==> src/rtl/axi4_write_arbiter_pkg.sv <==
// Shared types and default sizing for the AXI4 write arbiter.
// WR_ARB_TIMEOUT_EN (in the top) enables the completion watchdog.
package axi4_write_arbiter_pkg;

  localparam int DEF_NUM_REQ        = 4;
  localparam int DEF_ADDR_WIDTH     = 32;
  localparam int DEF_DATA_WIDTH     = 32;
  localparam int DEF_TIMEOUT_CYCLES = 1024;

  typedef enum logic [1:0] {
    ST_IDLE,
    ST_ISSUE,
    ST_WAIT_DONE,
    ST_RESP
  } arb_state_e;

endpackage

==> src/rtl/axi4_write_arbiter_rr_pick.sv <==
// Combinational round-robin pick: lowest requester above last_grant,
// otherwise the lowest requester overall (wrap-around).
module rr_pick #(
  parameter int P_NUM_REQ = 4,
  parameter int P_IDX_W   = $clog2(P_NUM_REQ)
) (
  input  logic [P_NUM_REQ-1:0] req,
  input  logic [P_IDX_W-1:0]   last_grant,
  output logic                 vld,
  output logic [P_IDX_W-1:0]   idx
);

  logic [P_NUM_REQ-1:0] above;
  logic                 hit_hi;

  always_comb begin
    above = '0;
    for (int i = 0; i < P_NUM_REQ; i++)
      above[i] = req[i] && (i > int'(last_grant));
  end

  assign hit_hi = |above;
  assign vld    = |req;

  // Scan downward so the lowest qualifying index wins.
  always_comb begin
    idx = '0;
    for (int i = P_NUM_REQ-1; i >= 0; i--)
      if (hit_hi ? above[i] : req[i]) idx = P_IDX_W'(i);
  end

endmodule

==> src/rtl/axi4_write_arbiter.sv <==
// Round-robin arbiter funnelling N write requesters into one axi4_master port.
// Optional WR_ARB_TIMEOUT_EN adds a WAIT_DONE watchdog that forces an error response.
module axi4_write_arbiter
  import axi4_write_arbiter_pkg::*;
#(
  parameter int P_NUM_REQ        = DEF_NUM_REQ,
  parameter int P_ADDR_WIDTH     = DEF_ADDR_WIDTH,
  parameter int P_DATA_WIDTH     = DEF_DATA_WIDTH,
  parameter int P_TIMEOUT_CYCLES = DEF_TIMEOUT_CYCLES
) (
  input  logic                              CLOCK,
  input  logic                              RESET,
  input  logic [P_NUM_REQ-1:0]              REQ_VALID,
  input  logic [P_NUM_REQ*P_ADDR_WIDTH-1:0] REQ_ADDR,
  input  logic [P_NUM_REQ*P_DATA_WIDTH-1:0] REQ_DATA,
  output logic [P_NUM_REQ-1:0]              REQ_READY,
  output logic [P_NUM_REQ-1:0]              REQ_DONE,
  output logic [P_NUM_REQ-1:0]              REQ_ERROR,
  output logic [P_ADDR_WIDTH-1:0]           WRITE_ADDR,
  output logic [P_DATA_WIDTH-1:0]           WRITE_DATA,
  output logic                              WRITE_START,
  input  logic                              WRITE_READY,
  input  logic                              WRITE_DONE,
  input  logic                              WRITE_ERROR,
  output logic [$clog2(P_NUM_REQ)-1:0]      GRANT_ID,
  output logic                              BUSY,
  output logic                              TIMEOUT
);

  localparam int IW = $clog2(P_NUM_REQ);

  logic [P_NUM_REQ-1:0][P_ADDR_WIDTH-1:0] req_addr_a;
  logic [P_NUM_REQ-1:0][P_DATA_WIDTH-1:0] req_data_a;

  assign req_addr_a = REQ_ADDR;
  assign req_data_a = REQ_DATA;

  arb_state_e                state_q, state_nx;
  logic [IW-1:0]             last_q, last_nx;
  logic [IW-1:0]             grant_q, grant_nx;
  logic [P_ADDR_WIDTH-1:0]   addr_q, addr_nx;
  logic [P_DATA_WIDTH-1:0]   data_q, data_nx;
  logic [P_NUM_REQ-1:0]      ready_q, ready_nx;
  logic [P_NUM_REQ-1:0]      done_q, done_nx;
  logic [P_NUM_REQ-1:0]      rerr_q, rerr_nx;
  logic                      start_q;
  logic                      pick_vld;
  logic [IW-1:0]             pick_idx;
  logic                      tmo_hit;
  logic                      tmo_fire;

  rr_pick #(
    .P_NUM_REQ (P_NUM_REQ),
    .P_IDX_W   (IW)
  ) u_rr_pick (
    .req        (REQ_VALID),
    .last_grant (last_q),
    .vld        (pick_vld),
    .idx        (pick_idx)
  );

  always_comb begin
    state_nx = state_q;
    last_nx  = last_q;
    grant_nx = grant_q;
    addr_nx  = addr_q;
    data_nx  = data_q;
    ready_nx = '0;
    done_nx  = '0;
    rerr_nx  = '0;
    tmo_fire = 1'b0;
    case (state_q)
      ST_IDLE: begin
        if (pick_vld) begin
          grant_nx           = pick_idx;
          addr_nx            = req_addr_a[pick_idx];
          data_nx            = req_data_a[pick_idx];
          ready_nx[pick_idx] = 1'b1;
          state_nx           = ST_ISSUE;
        end
      end
      ST_ISSUE: begin
        if (WRITE_READY) state_nx = ST_WAIT_DONE;
      end
      ST_WAIT_DONE: begin
        // A real completion wins over a watchdog expiry in the same cycle.
        if (WRITE_DONE || WRITE_ERROR) begin
          state_nx         = ST_RESP;
          done_nx[grant_q] = 1'b1;
          rerr_nx[grant_q] = WRITE_ERROR;
        end else if (tmo_hit) begin
          state_nx         = ST_RESP;
          done_nx[grant_q] = 1'b1;
          rerr_nx[grant_q] = 1'b1;
          tmo_fire         = 1'b1;
        end
      end
      ST_RESP: begin
        last_nx  = grant_q;
        state_nx = ST_IDLE;
      end
      default: state_nx = ST_IDLE;
    endcase
  end

  always_ff @(posedge CLOCK) begin
    if (RESET) begin
      state_q <= ST_IDLE;
      last_q  <= IW'(P_NUM_REQ-1);
      grant_q <= '0;
      addr_q  <= '0;
      data_q  <= '0;
      ready_q <= '0;
      done_q  <= '0;
      rerr_q  <= '0;
      start_q <= 1'b0;
    end else begin
      state_q <= state_nx;
      last_q  <= last_nx;
      grant_q <= grant_nx;
      addr_q  <= addr_nx;
      data_q  <= data_nx;
      ready_q <= ready_nx;
      done_q  <= done_nx;
      rerr_q  <= rerr_nx;
      start_q <= (state_nx == ST_ISSUE);
    end
  end

`ifdef WR_ARB_TIMEOUT_EN
  localparam int TW = $clog2(P_TIMEOUT_CYCLES+1);

  logic [TW-1:0] tmo_cnt;
  logic          timeout_q;

  // Counts completed WAIT_DONE cycles; expiry lands on the last allowed one.
  assign tmo_hit = (tmo_cnt == TW'(P_TIMEOUT_CYCLES-1));

  always_ff @(posedge CLOCK) begin
    if (RESET) begin
      tmo_cnt   <= '0;
      timeout_q <= 1'b0;
    end else begin
      if (state_q == ST_WAIT_DONE && state_nx == ST_WAIT_DONE)
        tmo_cnt <= tmo_cnt + TW'(1);
      else
        tmo_cnt <= '0;
      if (tmo_fire) timeout_q <= 1'b1;
    end
  end

  assign TIMEOUT = timeout_q;
`else
  assign tmo_hit = 1'b0;
  assign TIMEOUT = 1'b0;
`endif

  assign REQ_READY   = ready_q;
  assign REQ_DONE    = done_q;
  assign REQ_ERROR   = rerr_q;
  assign WRITE_ADDR  = addr_q;
  assign WRITE_DATA  = data_q;
  assign WRITE_START = start_q;
  assign GRANT_ID    = grant_q;
  assign BUSY        = (state_q != ST_IDLE);

endmodule
==> config.mk <==
export PLATFORM = sky130hd
export DESIGN_NAME = axi4_write_arbiter
export DESIGN_NICKNAME = d
export VERILOG_FILES = /design/src/rtl/axi4_write_arbiter_pkg.sv /design/src/rtl/axi4_write_arbiter_rr_pick.sv /design/src/rtl/axi4_write_arbiter.sv
export SDC_FILE = /design/constraint.sdc
export NUM_CORES = 1
export LEC_CHECK = 0
export CAP_MARGIN = 20
export CORE_AREA = 2 2 134 136
export DETAILED_ROUTE_END_ITERATION = 6
export DIE_AREA = 0 0 136 138
export SLEW_MARGIN = 30
export SYNTH_ARGS = -nofsm -noshare
export SYNTH_HDL_FRONTEND = slang
export SYNTH_HIERARCHICAL = 1
export SYNTH_SLANG_ARGS = --single-unit
==> constraint.sdc <==
create_clock -name CLOCK -period 3.45 [get_ports CLOCK]
set_input_delay 0.69 -clock CLOCK [delete_from_list [all_inputs] [get_ports CLOCK]]
set_output_delay 0.69 -clock CLOCK [all_outputs]
set_load 0.01 [all_outputs]
==> flow_summary.yaml, run 1 <==
final_layout:
  final.fill_count: 1597
  postLayoutCoreUtil_pct: 46.5
  layout_commonest_cell: "sky130_fd_sc_hd__clkdlybuf4s50_1"
  antenna-diode-count: 0
  flow.area_growth_from_synthesis_pct: 94.7
  drive_above_1_share_pct: 14.4
  layout.nets: 894
  finalNonFillerCells: 863
  layout_common_cells: "sky130_fd_sc_hd__clkdlybuf4s50_1 (344), sky130_fd_sc_hd__dfxtp_1 (83), sky130_fd_sc_hd__mux4_2 (64), sky130_fd_sc_hd__a22o_1 (64), sky130_fd_sc_hd__nor2_1 (17)"
routing:
  dr.first_iter.drc_count: 177
  firstDrtPassIters: 4
  vias_per_cell: 4.73
  postRouteWirelength_um: 16100
  route.detailed.drc: 0
  route.detailed.wl_per_inst_um: 18.6
  route.vias.total: 4085
  detail-route-antenna-nets: 0
critical_path:
  setup.worst_path.end_class: "register"
  timing.reg2reg.setup_slack_ns: 1.38
  path_buf_inv: 2
  r2r_cells: 5
  cp_data_arrival_time_ns: 2.86
  critical_path.startpoint_type: "input pin"
  timing.setup.critical_path_class: "in -> reg"
  critical_path_cell_sequence: "clkdlybuf4s50_1, nor2b_1, a21oi_1, o221ai_4, buf_12, mux4_2, a22o_1"
  critPathRequiredTime_ns: 3.67
  largest_delay_contributor_family_on_the_critical_path: "buffers and inverters"
  capture_point_of_the_worst_reg_to_reg_path: "WRITE_DATA[15]"
  worst_path_largest_cell_delay_ns: 0.57
  critical_path.max_fanout: 37
  worstReg2RegStart: "last_q[1]"
  cp_slowest_cell: "sky130_fd_sc_hd__mux4_2"
pwr:
  switching_power_mw: 0.816
  power_leakage_nw: 2.96
  peakVddDrop_v: 0.000188
  clock_power_share_pct: 28.0
  intPower_mw: 2.32
  sequentialPowerShare_pct: 36.4
  power.combinational.fraction_pct: 35.6
  p_sw_share_pct: 26.0
  power.density_mw_per_mm2: 384
placed_design:
  place_congestion: 0.806
  buffer_ports.inserted: 344
  hpwl_um: 12600
  dpl.cell_count: 846
  post-place-ws_ns: 0.323
global_route:
  antenna_found_initial: 0
  grt_util_met2_pct: 30.2
  grt.overflow.total: 0
  global_route.usage.met1_pct: 18.7
  grt_pass1_vias: 4403
  grt_pass1_wl_um: 24100
  grt_max_degree: 70
  grt.total_usage_pct: 16.5
  gr-usage-met3_pct: 3.92
  busiest_layer: "met2"
timing:
  finalSetupViolations: 0
  report.final.slew_viol_count: 0
  tightestPinTransition_ns: 0.582
  period_needed_ns: 2.64
  setup-tns-final_ns: 0
  fmaxAchievable_ghz: 0.379
  setup_repair_after_global_routing_missed_its_margin: "no"
  post-route-worst-setup-slack_ns: 0.811
  post-route-period-util_pct: 76.5
  timing.clock.skew_ns: 0.00678
  final-hold-violation-count: 0
  slew-limit-headroom_pct: 60.2
  whs_ns: 0.477
logic_synthesis:
  post_synth_fa_ha_maj_area_fraction_pct: 0
  synthesis.area_mm2: 0.00418
  syn_nets: 565
  netlist-cell-type-count: 30
  postSynthAreaPerCell_um2: 13.9
  ys_ff_latch: 83
  yosys_warnings: 6
  largest_family_of_logic_cells_by_synthesized_area: "multiplexers"
  synth-async-reset-ratio_pct: 0
  yosys-mux-area-fraction_pct: 35.4
  synth-compound-area-share_pct: 15.2
  synth-main-ff-cell: "sky130_fd_sc_hd__dfxtp_1"
  post_synth_and_or_nand_nor_area_fraction_pct: 4.67
  synth_xor_xnor_area_share_pct: 0
  synth.yosys.seq_area_share_pct: 39.7
  synth-edff-count: 0
  syn_inst: 300
floorplanning:
  ioPinCount: 346
  floorplan.initialDensity_pct: 23.9
  fp.dieArea_mm2: 0.0188
  horizontal_die_dimension_um: 136
  rows: 49
  die_h_um: 138
  core_mm2: 0.0175
clock_network:
  tritoncts: "yes"
  worstSkewPairLatency_ns: 0.33
  clock_tree.htree_level_count: 3
  clockBufferDepth: 2
  cts.repair_timing.setup_buffer_count: 0
  cts-buffers-inserted: 9
  post_cts.resized_instances: 0
  clock_sink_count: 83
  clockRootBuffer: "sky130_fd_sc_hd__clkbuf_16"
  worst_setup_hold_path_clk_slew_ns: 0.05
  cts_hold_buf: 0
outcome:
  status: "complete, no violations"
worst_hold_path:
  endpoint_of_the_worst_hold_timing_path: "WRITE_DATA[13]"
  min-delay-start: "WRITE_DATA[13]"
  timing.hold.worst_path_depth: 1
  worst_hold_path_class: "reg -> reg"
run:
  drv_cap: 0
[power by group through the flow]
stage / Clock, mW / Combinational, mW / Sequential [mW]
finish: 0.877 / 1.12 / 1.14
global route: 0.954 / 1.19 / 1.15
CTS: 0.912 / 1.13 / 1.14
detailed placement: 0 / 1.12 / 1.16
global placement: 0 / 1.11 / 1.16
floorplan: 0 / 0.453 / 1.20
[flip-flops by register name, indices dropped and copies added, names as in the netlist]
name         flops
REQ_READY        4
state_q          2
WRITE_ADDR      32
WRITE_DATA      32
WRITE_START      1
REQ_ERROR        4
REQ_DONE         4
GRANT_ID         2
last_q           2
[metrics by stage]
step / power, mW / cell area (um2)
floorplan: 1.65 / 4180
detailed placement: 2.28 / 7850
global placement: 2.27 / 7850
finish: 3.13 / 8150
CTS: 3.18 / 8120
global route: 3.29 / 8150
[layout make-up]
cell class | instances | area [um2] | area share [%]
inverter | 3 | 11.3 | 0.138
sequential | 83 | 1660 | 20.4
tap | 229 | 287 | 3.52
timing repair buffer | 351 | 3570 | 43.8
multi-input combinational | 181 | 2350 | 28.8
clock buffer | 13 | 250 | 3.07
clock inverter | 3 | 23.8 | 0.292
[worst reg2reg max path: cells and delay by family (launching register included)]
| family | cells | cell delay [ns] |
|---|---|---|
| muxes | 2 | 0.77 |
| AOI/OAI and AO/OA | 2 | 0.45 |
| DFF | 1 | 0.44 |
| buffers and inverters | 1 | 0.30 |
[how the worst max path moves through the flow]
| stage | start | endpoint | slack [ns] | cells after the start |
|---|---|---|---|---|
| after global placement | REQ_VALID[3] | WRITE_ADDR[20] | 0.40 | 7 |
| after CTS | REQ_VALID[3] | WRITE_DATA[3] | 0.67 | 7 |
| after floorplan | REQ_VALID[1] | WRITE_ADDR[10] | 1.16 | 7 |
| final | REQ_VALID[1] | WRITE_DATA[15] | 0.81 | 7 |
| after detailed placement | REQ_VALID[3] | WRITE_ADDR[26] | 0.32 | 7 |
| after global routing | REQ_VALID[1] | WRITE_DATA[15] | 0.73 | 7 |
[cells in the mapped netlist, types with 2 or more instances]
cell type	instances	area, um2
sky130_fd_sc_hd__a22o_1	64	561
sky130_fd_sc_hd__and3_1	2	12.5
sky130_fd_sc_hd__mux4_2	64	1440
sky130_fd_sc_hd__or3_1	2	12.5
sky130_fd_sc_hd__nor2_1	18	67.6
sky130_fd_sc_hd__a211o_1	2	17.5
sky130_fd_sc_hd__inv_1	3	11.3
sky130_fd_sc_hd__buf_4	2	15.0
sky130_fd_sc_hd__mux2i_1	3	30.0
sky130_fd_sc_hd__clkbuf_1	10	37.5
sky130_fd_sc_hd__nand2_1	9	33.8
sky130_fd_sc_hd__dfxtp_1	83	1660
sky130_fd_sc_hd__buf_2	18	90.1
sky130_fd_sc_hd__buf_12	2	40.0
sky130_fd_sc_hd__a21oi_1	3	15.0
[per-layer routing]
| layer | vias up | wire (um) |
|---|---|---|
| li1 | 1885 | - |
| met1 | 1978 | 6070 |
| met2 | 203 | 8260 |
| met3 | 19 | 1500 |
| met4 | 0 | 263 |
| met5 | - | 0 |
[cell families (layout without fill, tap and decap cells)]
| logic type | count (synthesis) | in the layout |
|---|---|---|
| muxes | 68 | 68 |
| buffers and inverters | 36 | 370 |
| DFF | 83 | 83 |
| and+or+nand+nor | 38 | 38 |
| other | 1 | 1 |
| AOI/OAI and AO/OA | 74 | 74 |
Power figures use the tool's default switching activity.
==> run 2: changes to the inputs <==
--- a/config.mk
+++ b/config.mk
@@ -6,9 +6,10 @@
 export NUM_CORES = 1
 export LEC_CHECK = 0
 export CAP_MARGIN = 20
-export CORE_AREA = 2 2 134 136
+export CORE_AREA = 2 2 133 135
 export DETAILED_ROUTE_END_ITERATION = 6
-export DIE_AREA = 0 0 136 138
+export DIE_AREA = 0 0 135 137
+export PLACE_DENSITY = 0.66
 export SLEW_MARGIN = 30
 export SYNTH_ARGS = -nofsm -noshare
 export SYNTH_HDL_FRONTEND = slang
==> constraint.sdc (replaced) <==
create_clock -name CLOCK -period 2.4 [get_ports CLOCK]
set_input_delay 0.48 -clock CLOCK [delete_from_list [all_inputs] [get_ports CLOCK]]
set_output_delay 0.48 -clock CLOCK [all_outputs]
set_load 0.01 [all_outputs]
==> run 2 against run 1 <==
  * Total power grew 50%
  * Largest cell class unchanged
  * Die area shrank 1.5%
  * Count of clock-buffer cells in the layout down 4
  * Sequential power grew 45%
  * Clock power grew 60%
  * Combinational power rose by 46%
  * First-iteration DRC count down 12%
  * Largest power group unchanged
  * Final area up 2.0%
  * Highest routed layer unchanged
==> flow_summary.yaml, run 2 (same netlist as run 1, synthesis figures left out) <==
critical_path:
  r2r_cells: 6
  timing.setup.critical_path_class: "in -> reg"
  critical_path.startpoint_type: "input pin"
  critPathRequiredTime_ns: 2.63
  cp_slowest_cell: "sky130_fd_sc_hd__mux4_2"
  cp_data_arrival_time_ns: 2.53
  setup.worst_path.end_class: "register"
  critical_path_cell_sequence: "clkdlybuf4s50_1, nor2b_1, a21oi_1, o221ai_4, buf_12, buf_12, mux4_2, a22o_1"
  critical_path.max_fanout: 16
  worst_path_largest_cell_delay_ns: 0.52
  critPathMostFrequentCell: "sky130_fd_sc_hd__buf_12"
floorplanning:
  ioPinCount: 346
  die_h_um: 137
  horizontal_die_dimension_um: 135
  floorplan.initialDensity_pct: 24.5
  rows: 48
  core_mm2: 0.0171
  fp.dieArea_mm2: 0.0185
final_layout:
  layout.nets: 910
  final.fill_count: 1503
  antenna-diode-count: 0
  drive_above_1_share_pct: 16.9
  layout.cell_area.non_filler_mm2: 0.00831
  ff_latch_area_mm2: 0.00166
  finalNonFillerCells: 875
  layout_common_cells: "sky130_fd_sc_hd__clkdlybuf4s50_1 (344), sky130_fd_sc_hd__dfxtp_1 (83), sky130_fd_sc_hd__mux4_2 (64), sky130_fd_sc_hd__a22o_1 (64), sky130_fd_sc_hd__nor2_1 (17)"
  total_area_of_multi_input_combinational_cells_mm2: 0.00235
  layout_commonest_cell: "sky130_fd_sc_hd__clkdlybuf4s50_1"
  flow.area_growth_from_synthesis_pct: 98.6
timing:
  tightestPinTransition_ns: 0.479
  fmaxAchievable_ghz: 0.435
  timing.clock.skew_ns: 0.00767
  whs_ns: 0.483
  final-hold-violation-count: 0
  report.final.slew_viol_count: 0
  period_needed_ns: 2.30
  slew-limit-headroom_pct: 67.2
  finalSetupViolations: 0
  setup-tns-final_ns: 0
  setup_repair_after_global_routing_missed_its_margin: "no"
  post-route-period-util_pct: 95.8
clock_network:
  clockBufferDepth: 2
  cts.repair_timing.setup_buffer_count: 0
  clock_sink_count: 83
  worst_setup_hold_path_clk_slew_ns: 0.07
  clock_tree.htree_level_count: 3
  cts-buffers-inserted: 9
  post_cts.resized_instances: 0
  cts_hold_buf: 0
  tritoncts: "yes"
  worstSkewPairLatency_ns: 0.34
  clockRootBuffer: "sky130_fd_sc_hd__clkbuf_16"
global_route:
  grt_util_met2_pct: 31.5
  antenna_found_initial: 0
  grt.overflow.total: 0
  grt_max_degree: 37
  gr-usage-met3_pct: 5.04
  busiest_layer: "met2"
  grt_pass1_wl_um: 24100
  grt_pass1_vias: 4459
  global_route.usage.met1_pct: 18.8
  grt.total_usage_pct: 17.1
pwr:
  power_leakage_nw: 3.06
  peakVddDrop_v: 0.000315
  power.density_mw_per_mm2: 564
routing:
  detail-route-antenna-nets: 0
  postRouteWirelength_um: 16600
  route.detailed.drc: 0
  vias_per_cell: 4.86
  route.vias.total: 4254
  dr.first_iter.drc_count: 155
  route.detailed.wl_per_inst_um: 19.0
  firstDrtPassIters: 4
placed_design:
  detailed_place.area_mm2: 0.00802
  dpl.cell_count: 859
  place_congestion: 0.780
  buffer_ports.inserted: 344
  hpwl_um: 13100
run:
  drv_cap: 0
outcome:
  status: "complete, no violations"
worst_hold_path:
  timing.hold.worst_path_depth: 1
  worst_hold_path_class: "reg -> reg"
run 2: final timing paths:
| kind | startpoint | end | slack (ns) |
|---|---|---|---|
| setup reg to reg | last_q[1] | WRITE_ADDR[0] | 0.34 |
| setup / recovery | REQ_VALID[1] | WRITE_DATA[20] | 0.1 |
| hold / removal | WRITE_DATA[0] | WRITE_DATA[0] | 0.48 |
| hold reg to reg | WRITE_DATA[0] | WRITE_DATA[0] | 0.48 |
run 2: worst max-delay path, delay by kind of cell:
kind | cells | cell delay, ns
buffers and inverters | 3 | 0.86
muxes | 1 | 0.52
AOI/OAI and AO/OA | 3 | 0.49
and+or+nand+nor | 1 | 0.17
run 2: final cells by class:
cell class	instances	area share, %
clock buffer	9	2.71
inverter	3	0.136
timing repair buffer	367	44.7
clock inverter	7	0.798
multi-input combinational	181	28.2
sequential	83	20.0
tap	225	3.39
run 2: layer usage:
| metal | wire [um] | part of all wire, % |
|---|---|---|
| met1 | 6040 | 36 |
| met2 | 8750 | 53 |
| met3 | 1460 | 8.8 |
| met4 | 333 | 2.0 |
| met5 | 0 | 0 |
run 2: report_power, final:
group	leakage, nW	switching (mW)	internal, mW
sequential	0.683	0.104	1.54
clock	0.138	0.664	0.732
combinational	2.23	0.544	1.10
run 2: stage by stage:
stage / total power, mW / worst slack, ns / utilization [%]
2_1_floorplan: 2.37 / 0.324 / -
3_3_place_gp: 3.30 / -0.249 / 47.0
3_5_place_dp: 3.33 / -0.268 / 47.0
4_1_cts: 4.76 / 0.103 / 48.7
5_1_grt: 4.92 / 0.0107 / 48.7
6_report: 4.68 / 0.0997 / 48.7
